**src/rtl/reg_demux_pipe.sv**
```systemverilog
// ---------------------------------------------------------------------------
// reg_demux_pipe
//
// Purpose:
//   Two-stage register demultiplexer. A write request (channel index + data)
//   is accepted into a stage-1 pending register. On the next un-held edge it
//   is written into the selected output channel register, which pulses a
//   one-cycle strobe and increments a modulo-256 write counter.
//
// Configuration macro:
//   DEMUX_ZERO_UNSEL_EN - when defined, every drain also zeroes all
//                         non-selected channels (exclusive decoder). When it
//                         is undefined, non-selected channels hold their value.
//
// Ports:
//   clk          in   rising-edge clock
//   rst_n        in   asynchronous active-low reset
//   in_valid     in   write request present
//   in_ready     out  request can be accepted this cycle
//   reg_select   in   [SEL_WIDTH]            destination channel
//   reg_data     in   [DATA_WIDTH]           write data
//   hold         in   stall stage-2 update
//   clear        in   synchronous clear of channels and pending request
//   out_data     out  [NUM_OUT*DATA_WIDTH]   channel k at [k*DATA_WIDTH +: DATA_WIDTH]
//   out_strobe   out  [NUM_OUT]              one-hot pulse on the channel just written
//   busy         out  a request is pending in stage 1
//   write_count  out  [8]                    completed writes, modulo 256
// ---------------------------------------------------------------------------
module reg_demux_pipe #(
  parameter int DATA_WIDTH = 16,
  parameter int NUM_OUT    = 4,
  localparam int SEL_WIDTH = $clog2(NUM_OUT)
) (
  input  logic                          clk,
  input  logic                          rst_n,
  input  logic                          in_valid,
  output logic                          in_ready,
  input  logic [SEL_WIDTH-1:0]          reg_select,
  input  logic [DATA_WIDTH-1:0]         reg_data,
  input  logic                          hold,
  input  logic                          clear,
  output logic [NUM_OUT*DATA_WIDTH-1:0] out_data,
  output logic [NUM_OUT-1:0]            out_strobe,
  output logic                          busy,
  output logic [7:0]                    write_count
);

  typedef enum logic {
    EMPTY   = 1'b0,
    PENDING = 1'b1
  } state_t;

  state_t                        state_q, state_d;
  logic [SEL_WIDTH-1:0]          sel_q, sel_d;
  logic [DATA_WIDTH-1:0]         data_q, data_d;
  logic [NUM_OUT*DATA_WIDTH-1:0] out_data_q, out_data_d;
  logic [NUM_OUT-1:0]            out_strobe_q, out_strobe_d;
  logic [7:0]                    write_count_q, write_count_d;

  logic accept;
  logic drain;

  // -------------------------------------------------------------------------
  // FSM: state register
  // -------------------------------------------------------------------------
  always_ff @(posedge clk or negedge rst_n) begin
    if (!rst_n) begin
      state_q <= EMPTY;
    end else begin
      state_q <= state_d;
    end
  end

  // -------------------------------------------------------------------------
  // FSM: next state
  // -------------------------------------------------------------------------
  always_comb begin
    state_d = state_q;
    if (clear) begin
      // Clear wins over everything, including a same-edge accept.
      state_d = EMPTY;
    end else if (accept) begin
      // Covers EMPTY->PENDING and drain-with-accept refill.
      state_d = PENDING;
    end else if (drain) begin
      state_d = EMPTY;
    end
  end

  // -------------------------------------------------------------------------
  // FSM: outputs
  // -------------------------------------------------------------------------
  always_comb begin
    // An empty stage 1 can always take a request; a full one only when it
    // is about to drain (hold low).
    in_ready = (state_q == EMPTY) || !hold;
    busy     = (state_q == PENDING);
  end

  assign accept = in_valid && in_ready;
  assign drain  = (state_q == PENDING) && !hold && !clear;

  // -------------------------------------------------------------------------
  // Datapath next-state
  // -------------------------------------------------------------------------
  always_comb begin
    sel_d         = sel_q;
    data_d        = data_q;
    out_data_d    = out_data_q;
    out_strobe_d  = '0;
    write_count_d = write_count_q;

    if (accept) begin
      sel_d  = reg_select;
      data_d = reg_data;
    end

    if (clear) begin
      out_data_d = '0;
    end else if (drain) begin
      write_count_d = write_count_q + 8'd1;
      for (int k = 0; k < NUM_OUT; k++) begin
        if (sel_q == SEL_WIDTH'(k)) begin
          out_data_d[k*DATA_WIDTH +: DATA_WIDTH] = data_q;
          out_strobe_d[k]                        = 1'b1;
        end else begin
`ifdef DEMUX_ZERO_UNSEL_EN
          out_data_d[k*DATA_WIDTH +: DATA_WIDTH] = '0;
`else
          out_data_d[k*DATA_WIDTH +: DATA_WIDTH] = out_data_q[k*DATA_WIDTH +: DATA_WIDTH];
`endif
        end
      end
    end
  end

  // -------------------------------------------------------------------------
  // Datapath registers
  // -------------------------------------------------------------------------
  always_ff @(posedge clk or negedge rst_n) begin
    if (!rst_n) begin
      sel_q         <= '0;
      data_q        <= '0;
      out_data_q    <= '0;
      out_strobe_q  <= '0;
      write_count_q <= '0;
    end else begin
      sel_q         <= sel_d;
      data_q        <= data_d;
      out_data_q    <= out_data_d;
      out_strobe_q  <= out_strobe_d;
      write_count_q <= write_count_d;
    end
  end

  assign out_data    = out_data_q;
  assign out_strobe  = out_strobe_q;
  assign write_count = write_count_q;

endmodule

```
**config.mk**
```make
export PLATFORM = sky130hd
export DESIGN_NAME = reg_demux_pipe
export DESIGN_NICKNAME = d
export VERILOG_FILES = /design/src/rtl/reg_demux_pipe.sv
export SDC_FILE = /design/constraint.sdc
export NUM_CORES = 1
export LEC_CHECK = 0
export CAP_MARGIN = 20
export CORE_ASPECT_RATIO = 0.9
export CORE_UTILIZATION = 52
export CTS_CLUSTER_DIAMETER = 150
export DETAILED_ROUTE_END_ITERATION = 7
export MAX_ROUTING_LAYER = met4
export PLACE_DENSITY = 0.93
export SLEW_MARGIN = 20
export SYNTH_ARGS = -nofsm -noshare
export SYNTH_HDL_FRONTEND = slang
export SYNTH_SLANG_ARGS = --single-unit
export TNS_END_PERCENT = 10
```
**constraint.sdc**
```tcl
create_clock -name clk -period 4.6 [get_ports clk]
set_input_delay 0.92 -clock clk [delete_from_list [all_inputs] [get_ports clk]]
set_output_delay 0.92 -clock clk [all_outputs]
set_load 0.02 [all_outputs]
```
* Word-level counts from Yosys, hierarchy flattened
Index checks and enable logic that the tools add are counted.
Storage, ports and cells: bits in registers 95, bits of input ports 23, output and inout bits 78, logic and storage cells 48
Operators by class: $add $sub $neg 1, equality and inequality tests 3, muxes and demuxes 15, bitwise operators 2, reductions and logical operators 18
Operators by type and width (count):
- two-way mux 64 bit | 2
- two-way mux 16 bit | 4
- AND reduction 2 bit | 5
- nonzero test 2 bit | 5
- adder 8 x 1 -> 8 bit (second input constant) | 1
- two-way mux 4 bit | 2
- two-way mux 1 bit | 7
- equality test 2 bit (second input constant) | 2
- logical AND 1 bit | 3
- nonzero test 3 bit | 1
- equality test 2 x 1 -> 1 bit (second input constant) | 1
- zero test 1 bit | 2
- zero test 2 bit | 1
- NOT 1 bit | 2
- logical OR 1 bit | 1

* Depth between registers and ports, before layout
depth in word-level cells 6, gate-level depth with buffers 6, depth with buffers taken out 3

* Least setup slack after synthesis
Ideal clock, no wire load.
path type input port to output port, start in hold, end out in_ready, data arrival time 1.176 ns, data required time 3.680 ns, setup slack 2.504 ns, cell stages on the path 2, path buffers 1, cell sequence buf_4 > nand2_2
Between the ends: cells in the longest elaborated chain, start to end 2
RTL lines:
- start: declaration | line 40 | input logic hold,
- zero test 1 bit | line 96 | in_ready = (state_q == EMPTY) || !hold;
- logical OR 1 bit | line 96
- end: declaration | line 37 | output logic in_ready,
No other way between the ends.

* Worst setup path in the final report
Ends and elaborated chain as after synthesis.

==> summary by stage <==
Route
The routed wire length per instance is 16.6 microns. After detailed routing, the number of vias per cell comes to 5.43. The antenna violation net count after detailed routing is 0.

The DRC violations left is 0. The detailed router finished its first iteration with between 200 and 250 violations. The final wirelength is 9170 microns.

Across all layers, the routed design uses 3002 vias. The length of the first detailed-routing pass in iterations is 5.

Timing
Clock skew on the completed layout was measured at 0.00644 ns. The number of hold violations in the final report is 0. The timing-limited maximum frequency is 0.310 GHz. Setup repair after global routing left no endpoint under its margin.

The ratio of final minimum period to clock period is a little over two thirds. The final setup TNS is 0 ns. At the pin with the least slew margin, the transition time is 0.847 ns. The post-layout minimum cycle time is 3.23 ns. The count of endpoints failing setup in the final report is 0. The final number of max-transition violations was 0. The worst relative slew slack is between 40% and 50%.

Setup path
The critical path is of the primary input to output pin type. The cell depth of the worst flop-to-flop path is 3. The launch instance of the worst register-to-register path is busy. The maximum fanout count along the critical path is 12. The reg2reg setup slack is ~2.7 ns. The signal arrival time at the worst endpoint is between 2 and 2.5 ns.

STA classifies the critical path endpoint as an output pin. The endpoint identified for the worst register-to-register timing path is data_q[12]. The required time of the worst setup path is 3.68 ns.

The worst setup path is launched from a primary input.

Clock tree
The clock-pin slew of the registers on the worst-case setup and hold paths is 0.09 ns. The CTS buffer count is 9. Post-CTS timing repair inserted 0 buffers for setup.

Clock tree synthesis selected as its root buffer the cell sky130_fd_sc_hd__clkbuf_8. For this design, the CTS-stage hold fixing added 0 buffers. Gates resized during post-CTS repair numbered 0. The number of levels in the clock H-tree is 3. The clock latency reported for the late side of the worst-skew pair is 0.35 ns.

TritonCTS built the clock tree. The sink count of the clock tree is between 90 and 100. The clock passes through at most 2 buffers.

Run
The tool flagged a number of max-cap violations equal to 0.

Synth
Sequential elements use 61.8% of the synthesized area. The count of warnings emitted by yosys is 0. The count of different cell masters after synthesis is 29. The cell type contributing the most total cell area after synthesis is sky130_fd_sc_hd__dfrtp_1.

The cell count after synthesis is between 300 and 400. The number of storage elements in the synthesis netlist is 95. The net count after synthesis is 393.

Sorting the synthesized cells by area gives the leading types as sky130_fd_sc_hd__dfrtp_1 62%, sky130_fd_sc_hd__nand2_1 12%, sky130_fd_sc_hd__a21oi_1 8.5%. The post-synth design cell area is 3850 sq um. Averaged over all synthesized cells, the footprint is ~10 sq um.

Of the post-synthesis cell area, the dominant cell type holds roughly 60%.

Floorplan
The initial utilization of the core area, before any placement, comes to 54.1%. The number of I/O pins is 101. The vertical die dimension is 83.6 microns. Measured along the x axis, the die boundary spans 92.7 microns.

The number of rows created at floorplan is 29. The die covers 7750 sq um. The area of the core is 7110 sq um.

Global route
The total global routing overflow is 0. The first global-routing pass estimated 14800 microns of wire. The maximum number of pins on one net before global-route repair is 70. In the global route stage, overall resource usage came out at 25.7%. The number of global-route vias before repair is 2917. The number of antenna violations at the first check in global routing is 0.

Placement
The total of buffers placed on input and output ports is 100. The placer congestion estimate is 0.800. The standard cell area after detailed placement is 4820 sq um. Detailed placement ended at an HPWL of 6240 microns.

Min path
Along the worst hold path, the cell count comes to 1. For hold timing, the worst endpoint is write_count[7]. The worst hold path belongs to the class flip-flop to flip-flop. In this run the most critical hold path is launched from write_count[7].

Pwr
The part of the total power dissipated in combinational logic is a little over an eighth. The net switching share of the total power is around a quarter. The power spent charging and discharging nets is 0.470 mW. IR analysis of the VDD net gives a maximum drop of 0.216 mV. The internal power of the cells totals 1.33 mW. The power share of the sequential group is a little over half. Dividing total power by cell area gives a power density of 357 nW/um^2.

The cell leakage power is 2.05 nW. The clock share of power is 33.9%.

Cells and area
The fraction of final layout cells sized beyond drive strength 1 is 10.4%. The repair_antennas step left the layout with diodes totalling 0. The finished cells cover 5050 sq um. The final layout contains 479 nets. From synthesis to final layout, the design area changed by 31.3%.

Status
The run finished with clean final reports.
## cells in the final DEF, fill, tap and decap left out, types with 2 or more instances in the layout
cell type	n
sky130_fd_sc_hd__nand2_1	127
sky130_fd_sc_hd__clkdlybuf4s50_1	98
sky130_fd_sc_hd__and4bb_2	2
sky130_fd_sc_hd__nand3_1	2
sky130_fd_sc_hd__bufinv_16	2
sky130_fd_sc_hd__nand2_2	3
sky130_fd_sc_hd__buf_4	4
sky130_fd_sc_hd__a21oi_1	65
sky130_fd_sc_hd__xnor2_1	6
sky130_fd_sc_hd__mux2_2	19
sky130_fd_sc_hd__and2_1	3
sky130_fd_sc_hd__nor2_1	4
sky130_fd_sc_hd__clkinvlp_4	2
sky130_fd_sc_hd__clkbuf_8	11
sky130_fd_sc_hd__nand4_1	3
sky130_fd_sc_hd__dfrtp_1	95
sky130_fd_sc_hd__nand4bb_1	2
## per-layer routing
metal	track usage (%)	routed length [microns]	up-vias
li1	-	-	1379
met1	35.3	4010	1489
met2	39.8	4510	116
met3	3.83	482	18
met4	8.53	169	0
met5	-	0	-
## worst max path at each step
stage | startpoint | to | slack [ns] | depth (start not counted)
final | hold | in_ready | 1.37 | 3
after global routing | hold | in_ready | 1.29 | 3
after CTS | hold | in_ready | 1.38 | 3
after detailed placement | hold | in_ready | 1.38 | 3
after global placement | hold | in_ready | 1.41 | 3
after floorplan | hold | in_ready | 2.50 | 2
## stage by stage
step                cells  util [%]  hold slack, ns  power (mW)  worst slack [ns]
finish                553      71.0           0.482        1.80              1.37
global route          553      71.0           0.509        1.87              1.29
CTS                   553      71.0           0.492        1.81              1.38
detailed placement    537      67.8           0.477        1.21              1.38
global placement      537      67.8           0.462        1.19              1.41
floorplan             369         -           0.542        1.08              2.50
## worst max-delay path, stage by stage
cell	delay, ns
sky130_fd_sc_hd__clkdlybuf4s50_1	0.63
sky130_fd_sc_hd__nand2_2	0.15
sky130_fd_sc_hd__clkdlybuf4s50_1	0.61
## registers in the layout (all words and copies together) (netlist names)
name	count
out_data	64
data_q	16
write_count	8
out_strobe	4
sel_q	2
busy	1
## power by group through the flow
stage          Sequential, mW  Combinational, mW  Clock (mW)
6_report                0.957              0.235       0.612
2_1_floorplan           0.981             0.0983           0
4_1_cts                 0.955              0.237       0.616
3_5_place_dp            0.971              0.235           0
3_3_place_gp            0.966              0.228           0
5_1_grt                 0.965              0.252       0.651
## cells by family after synthesis
group	count (synthesis)	synth area share, %
AOI/OAI and AO/OA	65	8.46
xor gates and xnor gates	7	1.59
adders and majority gates	1	0.325
buffers and inverters	28	4.32
DFF	95	61.8
muxes	19	5.56
and+or+nand+nor	154	18.0
## synthesized netlist by cell type
cell type / n
sky130_fd_sc_hd__buf_2: 7
sky130_fd_sc_hd__xnor2_1: 6
sky130_fd_sc_hd__ha_1: 1
sky130_fd_sc_hd__buf_6: 3
sky130_fd_sc_hd__nor2_2: 1
sky130_fd_sc_hd__a21oi_1: 65
sky130_fd_sc_hd__clkbuf_2: 3
sky130_fd_sc_hd__or4b_1: 1
sky130_fd_sc_hd__dfrtp_1: 95
sky130_fd_sc_hd__and4b_1: 1
sky130_fd_sc_hd__and4bb_2: 2
sky130_fd_sc_hd__nand4_1: 3
sky130_fd_sc_hd__nor2_1: 4
sky130_fd_sc_hd__nor4b_4: 1
sky130_fd_sc_hd__nand3_1: 2
sky130_fd_sc_hd__buf_1: 1
sky130_fd_sc_hd__and2_1: 3
sky130_fd_sc_hd__nand4bb_1: 2
sky130_fd_sc_hd__buf_8: 1
sky130_fd_sc_hd__nand2_2: 3
sky130_fd_sc_hd__xor2_1: 1
sky130_fd_sc_hd__nand4b_1: 1
sky130_fd_sc_hd__nor4bb_1: 1
sky130_fd_sc_hd__nand2_1: 127
sky130_fd_sc_hd__buf_4: 4
sky130_fd_sc_hd__and4_1: 1
sky130_fd_sc_hd__clkbuf_1: 9
sky130_fd_sc_hd__nor3b_1: 1
sky130_fd_sc_hd__mux2_2: 19
## area by class of cell
| class | instances | area (sq um) |
|---|---|---|
| clock buffers | 11 | 151 |
| flip-flops and latches | 95 | 2380 |
| well taps | 93 | 116 |
| fillers | 506 | 2060 |
| repair buffers | 103 | 1020 |
| multi-input cells | 246 | 1310 |
| clock inverters | 5 | 80.1 |
No activity file was read; power rests on OpenSTA's default activity.
